===== config.mk =====
export PLATFORM = sky130hd
export DESIGN_NAME = pin_test_sequencer
export DESIGN_NICKNAME = d
export VERILOG_FILES = /design/src/rtl/pin_test_sequencer.sv
export SDC_FILE = /design/constraint.sdc
export NUM_CORES = 1
export LEC_CHECK = 0
export BUFFER_PORTS_ARGS = -buffer_cell sky130_fd_sc_hd__buf_2
export CAP_MARGIN = 0
export CORE_UTILIZATION = 30
export DETAILED_ROUTE_END_ITERATION = 7
export SETUP_SLACK_MARGIN = 0.5
export SYNTH_ARGS = -nofsm -noshare
export SYNTH_HDL_FRONTEND = slang
export SYNTH_SLANG_ARGS = --single-unit

===== constraint.sdc =====
create_clock -name clk -period 5.99 [get_ports clk]
set_clock_uncertainty 0.1 [all_clocks]
set_input_delay 1.198 -clock clk [delete_from_list [all_inputs] [get_ports clk]]
set_output_delay 1.198 -clock clk [all_outputs]
set_load 0.03 [all_outputs]

===== src/rtl/pin_test_sequencer.sv =====
// pin_test_sequencer: steps a pushbutton-driven test pattern across a row of
// J3 header pins. The pattern goes IDLE (all off), then WALK (one pin at a
// time, lowest first), then ALL (every pin on), then back to IDLE.
// The raw button is synchronized and debounced, and each accepted rising
// level produces one step.
// Optional feature: define PIN_TEST_AUTO_EN to add an auto-step timer. The
// timer advances WALK and ALL every STEP_CYCLES cycles. IDLE still needs a
// press to start.
module pin_test_sequencer #(
  parameter int NPINS       = 8,
  parameter int DEB_CYCLES  = 1000000,
  parameter int STEP_CYCLES = 50000000,
  localparam int IDXW       = (NPINS > 1) ? $clog2(NPINS) : 1
) (
  input  logic             clk,
  input  logic             rst,
  input  logic             pb_in,
  output logic [NPINS-1:0] pins_out,
  output logic             led,
  output logic [IDXW-1:0]  pin_idx,
  output logic             press
);

  localparam int DW = (DEB_CYCLES > 1) ? $clog2(DEB_CYCLES) : 1;
  localparam logic [DW-1:0]    DEB_LAST = DW'(DEB_CYCLES - 1);
  localparam logic [IDXW-1:0]  IDX_LAST = IDXW'(NPINS - 1);
  localparam logic [NPINS-1:0] PIN_ONE  = NPINS'(1);

  typedef enum logic [1:0] {IDLE, WALK, ALL} state_t;

  state_t          state_q;
  state_t          state_d;
  logic [IDXW-1:0] idx_d;
  logic [NPINS-1:0] pins_d;
  logic            led_d;
  logic            sync1;
  logic            sync2;
  logic            deb_level;
  logic            deb_prev;
  logic [DW-1:0]   deb_cnt;
  logic            step;

  // Two-flop synchronizer for the asynchronous button input
  always_ff @(posedge clk) begin
    if (rst) begin
      sync1 <= 1'b0;
      sync2 <= 1'b0;
    end else begin
      sync1 <= pb_in;
      sync2 <= sync1;
    end
  end

  // Debounce: accept a new level after DEB_CYCLES consecutive disagreeing cycles, and strobe on a rising accepted level
  always_ff @(posedge clk) begin
    if (rst) begin
      deb_level <= 1'b0;
      deb_prev  <= 1'b0;
      deb_cnt   <= '0;
      press     <= 1'b0;
    end else begin
      deb_prev <= deb_level;
      press    <= deb_level & ~deb_prev;
      if (sync2 != deb_level) begin
        if (deb_cnt == DEB_LAST) begin
          deb_level <= sync2;
          deb_cnt   <= '0;
        end else begin
          deb_cnt <= deb_cnt + 1'b1;
        end
      end else begin
        deb_cnt <= '0;
      end
    end
  end

`ifdef PIN_TEST_AUTO_EN
  localparam int TW = (STEP_CYCLES > 1) ? $clog2(STEP_CYCLES) : 1;
  localparam logic [TW-1:0] STEP_LAST = TW'(STEP_CYCLES - 1);

  logic [TW-1:0] auto_timer;
  logic          auto_tick;

  assign auto_tick = (state_q != IDLE) && (auto_timer == STEP_LAST);
  assign step      = press | auto_tick;

  // Auto-step timer runs only while not in IDLE and restarts on every step
  always_ff @(posedge clk) begin
    if (rst || step || (state_q == IDLE)) begin
      auto_timer <= '0;
    end else begin
      auto_timer <= auto_timer + 1'b1;
    end
  end
`else
  assign step = press;
`endif

  // State register; outputs are registered alongside the state so they change together
  always_ff @(posedge clk) begin
    if (rst) begin
      state_q  <= IDLE;
      pin_idx  <= '0;
      pins_out <= '0;
      led      <= 1'b0;
    end else begin
      state_q  <= state_d;
      pin_idx  <= idx_d;
      pins_out <= pins_d;
      led      <= led_d;
    end
  end

  // Next-state logic: each step advances IDLE -> WALK(0..NPINS-1) -> ALL -> IDLE
  always_comb begin
    state_d = state_q;
    idx_d   = pin_idx;
    if (step) begin
      case (state_q)
        IDLE: begin
          state_d = WALK;
          idx_d   = '0;
        end
        WALK: begin
          if (pin_idx == IDX_LAST) begin
            state_d = ALL;
            idx_d   = '0;
          end else begin
            idx_d = pin_idx + 1'b1;
          end
        end
        ALL: begin
          state_d = IDLE;
          idx_d   = '0;
        end
        default: begin
          state_d = IDLE;
          idx_d   = '0;
        end
      endcase
    end
  end

  // Output decode for the upcoming state, so the registered outputs match it exactly
  always_comb begin
    pins_d = '0;
    led_d  = 1'b0;
    case (state_d)
      WALK: begin
        pins_d = PIN_ONE << idx_d;
        led_d  = 1'b1;
      end
      ALL: begin
        pins_d = '1;
        led_d  = 1'b1;
      end
      default: begin
        pins_d = '0;
        led_d  = 1'b0;
      end
    endcase
  end

endmodule


After elaboration in Yosys (flattened, before gate mapping) --
Cells that the tools add are included.
Storage, ports and cells: register bits after elaboration 39, input port bits 3, word-level logic and storage cells 34
Operators by class: add/subtract/negate cells 2, equal/unequal tests 6, shift-type cells 1, muxes and demuxes 8, bitwise operators 3, reduce and logical (&&, ||, !) cells 4
Operators by type and width (count):
- 20-bit by 1-bit adder with 20-bit output (second input constant) | 1
- 20-bit == test (second input constant) | 1
- 8-bit one-hot mux with 2 select lines | 1
- 3-bit two-way mux | 3
- 1-bit by 3-bit << shifter with 8-bit output (first input constant) | 1
- 2-bit by 1-bit == test with 1-bit output (second input constant) | 2
- 2-bit two-way mux | 2
- 2-bit one-hot mux with 2 select lines | 1
- 3-bit by 1-bit adder with 3-bit output (second input constant) | 1
- 3-bit == test (second input constant) | 1
- 3-bit OR reduction | 1
- 2-bit == test (second input constant) | 1
- 2-bit zero test | 1
- 1-bit inverter | 2
- 2-bit AND reduction | 1
- 2-bit OR reduction | 1
- 1-bit AND | 1
- 1-bit two-way mux | 1
- 1-bit inequality test | 1

Longest topological paths before layout --
depth after elaboration 7, depth in mapped cells 9, depth with buffers taken out 9

Worst setup path before layout --
OpenSTA, ideal clock, no wires.
path type register -> register, from register press, to register pins_out[0], library setup time 0.065 ns, arrival 1.973 ns, data required time 5.825 ns, setup slack 3.852 ns, stages on the path, launching flop included 9, cells stage by stage dfxtp_1 clkbuf_1 nor2b_1 a31oi_1 inv_1 ha_1 or2_2 clkbuf_1 nor2_1
On the way: word-level cells in the longest chain between the ends 3, elaborated cells between the ends (all ways) 6, those cells by class eq/ne (2); shift (1); mux (3)
Ends and longest elaborated chain:
- start, declared | line 21 | output logic press
- start signal, assigned | line 63 | press <= deb_level & ~deb_prev;
- 2-bit two-way mux * | line 118 | if (step) begin
- via state_d[1] | line 32 | state_t state_d;
- 2-bit == test or 2-bit by 1-bit == test with 1-bit output (tied branches) | line 148 | case (state_d)
- 8-bit one-hot mux with 2 select lines * | line 148
- end signal, assigned | line 109 | pins_out <= pins_d;
- end, declared | line 18 | output logic [NPINS-1:0] pins_out,
The timed path passes the listed nets; every way through them passes the cells marked *. A chain may end at the register's enable or synchronous reset.

Worst setup path after layout --
from register press, to output press
No word-level cell between the ends.

==> results.rst <==
.. list-table::
   :header-rows: 1

   * - Metric
     - Value
   * - Top-Level Pins
     - 16
   * - Per-instance average area after synthesis
     - around 9 um^2
   * - Hold Vio Cnt, Final
     - 0
   * - Non-filler cells in the finished layout
     - 268
   * - Number of DRC violations after detailed-routing iteration 0
     - 44
   * - GRT overflow
     - 0
   * - Part of the Yosys area used for sequential elements
     - 0.4782
   * - Std-Cell Rows
     - 26
   * - F_max
     - ~0.42 GHz
   * - Element type at the critical path start
     - register
   * - Clock tree from TritonCTS
     - built
   * - Endpoint required time on the critical path
     - roughly 4.7 ns
   * - Total number of nets in the final design
     - between 200 and 250
   * - Maximum number of pins on one net before global-route repair
     - 21
   * - Net count after synthesis
     - 190
   * - Antenna cells
     - 0
   * - Most frequently used flop master after synthesis
     - sky130_fd_sc_hd__dfxtp_1
   * - Die Area
     - about 0.0057 mm^2
   * - Register bit count reported by yosys
     - 39
   * - First-pass GRT wire length
     - 4809 um
   * - Gates resized, CTS repair
     - 0
   * - CP Max Fanout
     - 12
   * - Sink Count
     - 39
   * - Slowest stage cell, crit path
     - sky130_fd_sc_hd__dfxtp_1
   * - Number of synthesized flops with an enable pin
     - 0
   * - Kind of cell adding the most delay to the critical path
     - flip-flops
   * - Commonest non-fill, non-tap cells in the layout
     - sky130_fd_sc_hd__dfxtp_1 (39), sky130_fd_sc_hd__nor2_1 (26), sky130_fd_sc_hd__buf_2 (15), sky130_fd_sc_hd__a21oi_1 (12), sky130_fd_sc_hd__a31oi_1 (11)
   * - Type of element capturing the critical path
     - output port
   * - Post-synthesis cell area
     - approximately 0.0016 mm^2
   * - Number of detailed-routing iterations run before antenna repair
     - 4
   * - Placed cell count
     - 260
   * - PortBufs
     - 15
   * - Clock root buffer
     - sky130_fd_sc_hd__clkbuf_8
   * - Worst setup path category
     - reg2out
   * - Slew @ Worst Pin
     - between 0.4 and 0.5 ns
   * - Share of flip-flops with an asynchronous set or reset
     - 0
   * - Total CTS buffers
     - 5
   * - Number of antenna violations at the first check in global routing
     - 0
   * - Mapped Cells
     - around 180
   * - Worst skew pair latency
     - 0.28 ns
   * - Count of pins over their slew limit
     - 0
   * - Remaining max-slew budget at the tightest pin
     - 0.7095
   * - Chip width
     - 75.78 um
   * - Cell chain of the critical path
     - buf_2
   * - Number of vias per cell after detailed routing
     - about 4.9
   * - Setup TNS
     - 0 ns
   * - Minimum clock period
     - approximately 2.4 ns
   * - Syn-to-layout area delta
     - 16.78%
   * - Syn. warnings
     - 0
   * - Die extent in y
     - roughly 76 um
   * - Clock transition at the registers of the reported paths
     - approximately 0.070 ns
   * - Placer congestion estimate
     - just over 0.7
   * - Pwr Density
     - approximately 270 mW/mm^2
   * - Buffer levels on the longest clock path
     - 2
   * - Initial cell density of the core
     - 0.3157
   * - Placed wire-length estimate after detailed placement
     - ~1900 um
   * - Ratio of final minimum period to clock period
     - 0.3987
   * - Static leakage
     - 0.6700 nW
   * - Count of nets left with antenna violations after detail routing
     - 0
   * - Global router's overall resource usage
     - 0.1105
   * - Worst vdd rail ir drop
     - roughly 190 uV
   * - Most common cell after layout, fill and taps aside
     - sky130_fd_sc_hd__dfxtp_1
   * - Post-route DRC violation count
     - 0
   * - Share of post-route cells with drive strength above 1
     - 0.1465
   * - Number of levels the H-tree was split into
     - 2
   * - Average detailed-routed wire length per instance
     - between 10 and 15 um
   * - Number of global-route vias before repair
     - 1124
   * - Classification of the worst-slack hold path
     - reg2reg
   * - CP arrival
     - around 1.1 ns
   * - Worst Path Buf+Inv
     - 1
   * - Setup repair after global routing missed its margin
     - false
   * - Total core area
     - between 0.005 and 0.006 mm^2
   * - # Post-CTS Setup Buffers
     - 0
   * - Run status
     - finished, final reports clean
   * - Routed vias
     - roughly 1300
   * - Number of buffers inserted for hold repair after clock tree synthesis
     - 0
   * - Reported max-cap violation count
     - 0
   * - Delay contributed by the slowest stage of the critical path
     - 0.54 ns
   * - Final setup violation count
     - 0
   * - Number of unique standard cell types used by synthesis
     - 32
   * - Detailed-route wire length
     - 2815 um
## metal layers
layer / vias up / global-route usage / part of all wire
met1: 600 / 0.1326 / 0.50
met3: 5 / 0.03968 / 0.042
li1: 677 / - / -
met5: - / 0 / 0
met4: 0 / 0.04321 / 0.0092
met2: 25 / 0.1799 / 0.45
## final cells by class
cell class,instances,area [um^2]
Tap cell,70,87.58
Sequential cell,39,780.7
Fill cell,537,3266
Inverter,6,22.52
Timing Repair Buffer,16,82.58
Multi-Input combinational cell,129,797.0
Clock inverter,3,67.56
Clock buffer,5,68.82
## cell usage after synthesis (2+ instances only)
master	n	area [um^2]
sky130_fd_sc_hd__or3_1	7	43.79
sky130_fd_sc_hd__buf_2	2	10.01
sky130_fd_sc_hd__nor2_1	26	97.59
sky130_fd_sc_hd__o31ai_1	3	22.52
sky130_fd_sc_hd__o21ai_0	7	35.03
sky130_fd_sc_hd__and4_1	2	17.52
sky130_fd_sc_hd__ha_1	5	62.56
sky130_fd_sc_hd__a31oi_1	11	68.82
sky130_fd_sc_hd__a21oi_1	12	60.06
sky130_fd_sc_hd__or4_1	4	30.03
sky130_fd_sc_hd__nor3_1	2	10.01
sky130_fd_sc_hd__dfxtp_1	39	780.8
sky130_fd_sc_hd__nand4_1	5	31.28
sky130_fd_sc_hd__nor2b_1	8	50.05
sky130_fd_sc_hd__inv_1	6	22.52
sky130_fd_sc_hd__xnor2_1	5	43.79
sky130_fd_sc_hd__a31o_2	2	17.52
sky130_fd_sc_hd__or4b_1	2	20.02
sky130_fd_sc_hd__xor2_1	5	43.79
sky130_fd_sc_hd__nand3_1	7	35.03
sky130_fd_sc_hd__and3_1	2	12.51
sky130_fd_sc_hd__nand2_1	5	18.77
sky130_fd_sc_hd__clkbuf_1	6	22.52
## worst paths after layout
path         depth (start not counted)        start    endpoint  slack, ns
max                                  1        press       press       3.60
min reg2reg                          1     deb_prev       press       0.28
max reg2reg                          5  deb_cnt[15]  deb_cnt[3]       3.91
min                                  1     deb_prev       press       0.28
## sequential cells by signal (all words and copies together) (netlist names)
name / flops
deb_cnt: 20
deb_level: 1
deb_prev: 1
led: 1
pin_idx: 3
pins_out: 8
press: 1
state_q: 2
sync1: 1
sync2: 1
## logic make-up after synthesis
| group | count (synthesis) | share of synthesized area |
|---|---|---|
| compound gates | 37 | 0.1326 |
| xor+xnor | 10 | 0.05364 |
| fa+ha+maj | 5 | 0.03831 |
| buf+inv | 14 | 0.03371 |
| flops | 39 | 0.4782 |
| mux | 1 | 0.006131 |
| simple gates | 76 | 0.2575 |
## per-stage QoR
stage | setup slack (ns) | util | cell area [um^2] | hold slack, ns | power, mW
5_1_grt | 3.535 | 0.3687 | 1907 | 0.2966 | 0.5415
2_1_floorplan | 3.852 | - | 1633 | 0.2674 | 0.2691
3_3_place_gp | 3.893 | 0.3423 | 1770 | 0.2704 | 0.2705
6_report | 3.602 | 0.3687 | 1907 | 0.2825 | 0.5210
3_5_place_dp | 3.893 | 0.3423 | 1770 | 0.2730 | 0.2705
4_1_cts | 3.581 | 0.3687 | 1907 | 0.2843 | 0.5297
## power by group
| group | switching [mW] | internal, mW | leakage, nW |
|---|---|---|---|
| clock | 0.0906 | 0.166 | 0.0644 |
| sequential | 0.000424 | 0.260 | 0.314 |
| combinational | 0.00266 | 0.00141 | 0.291 |
No activity file was read; power rests on OpenSTA's default activity.
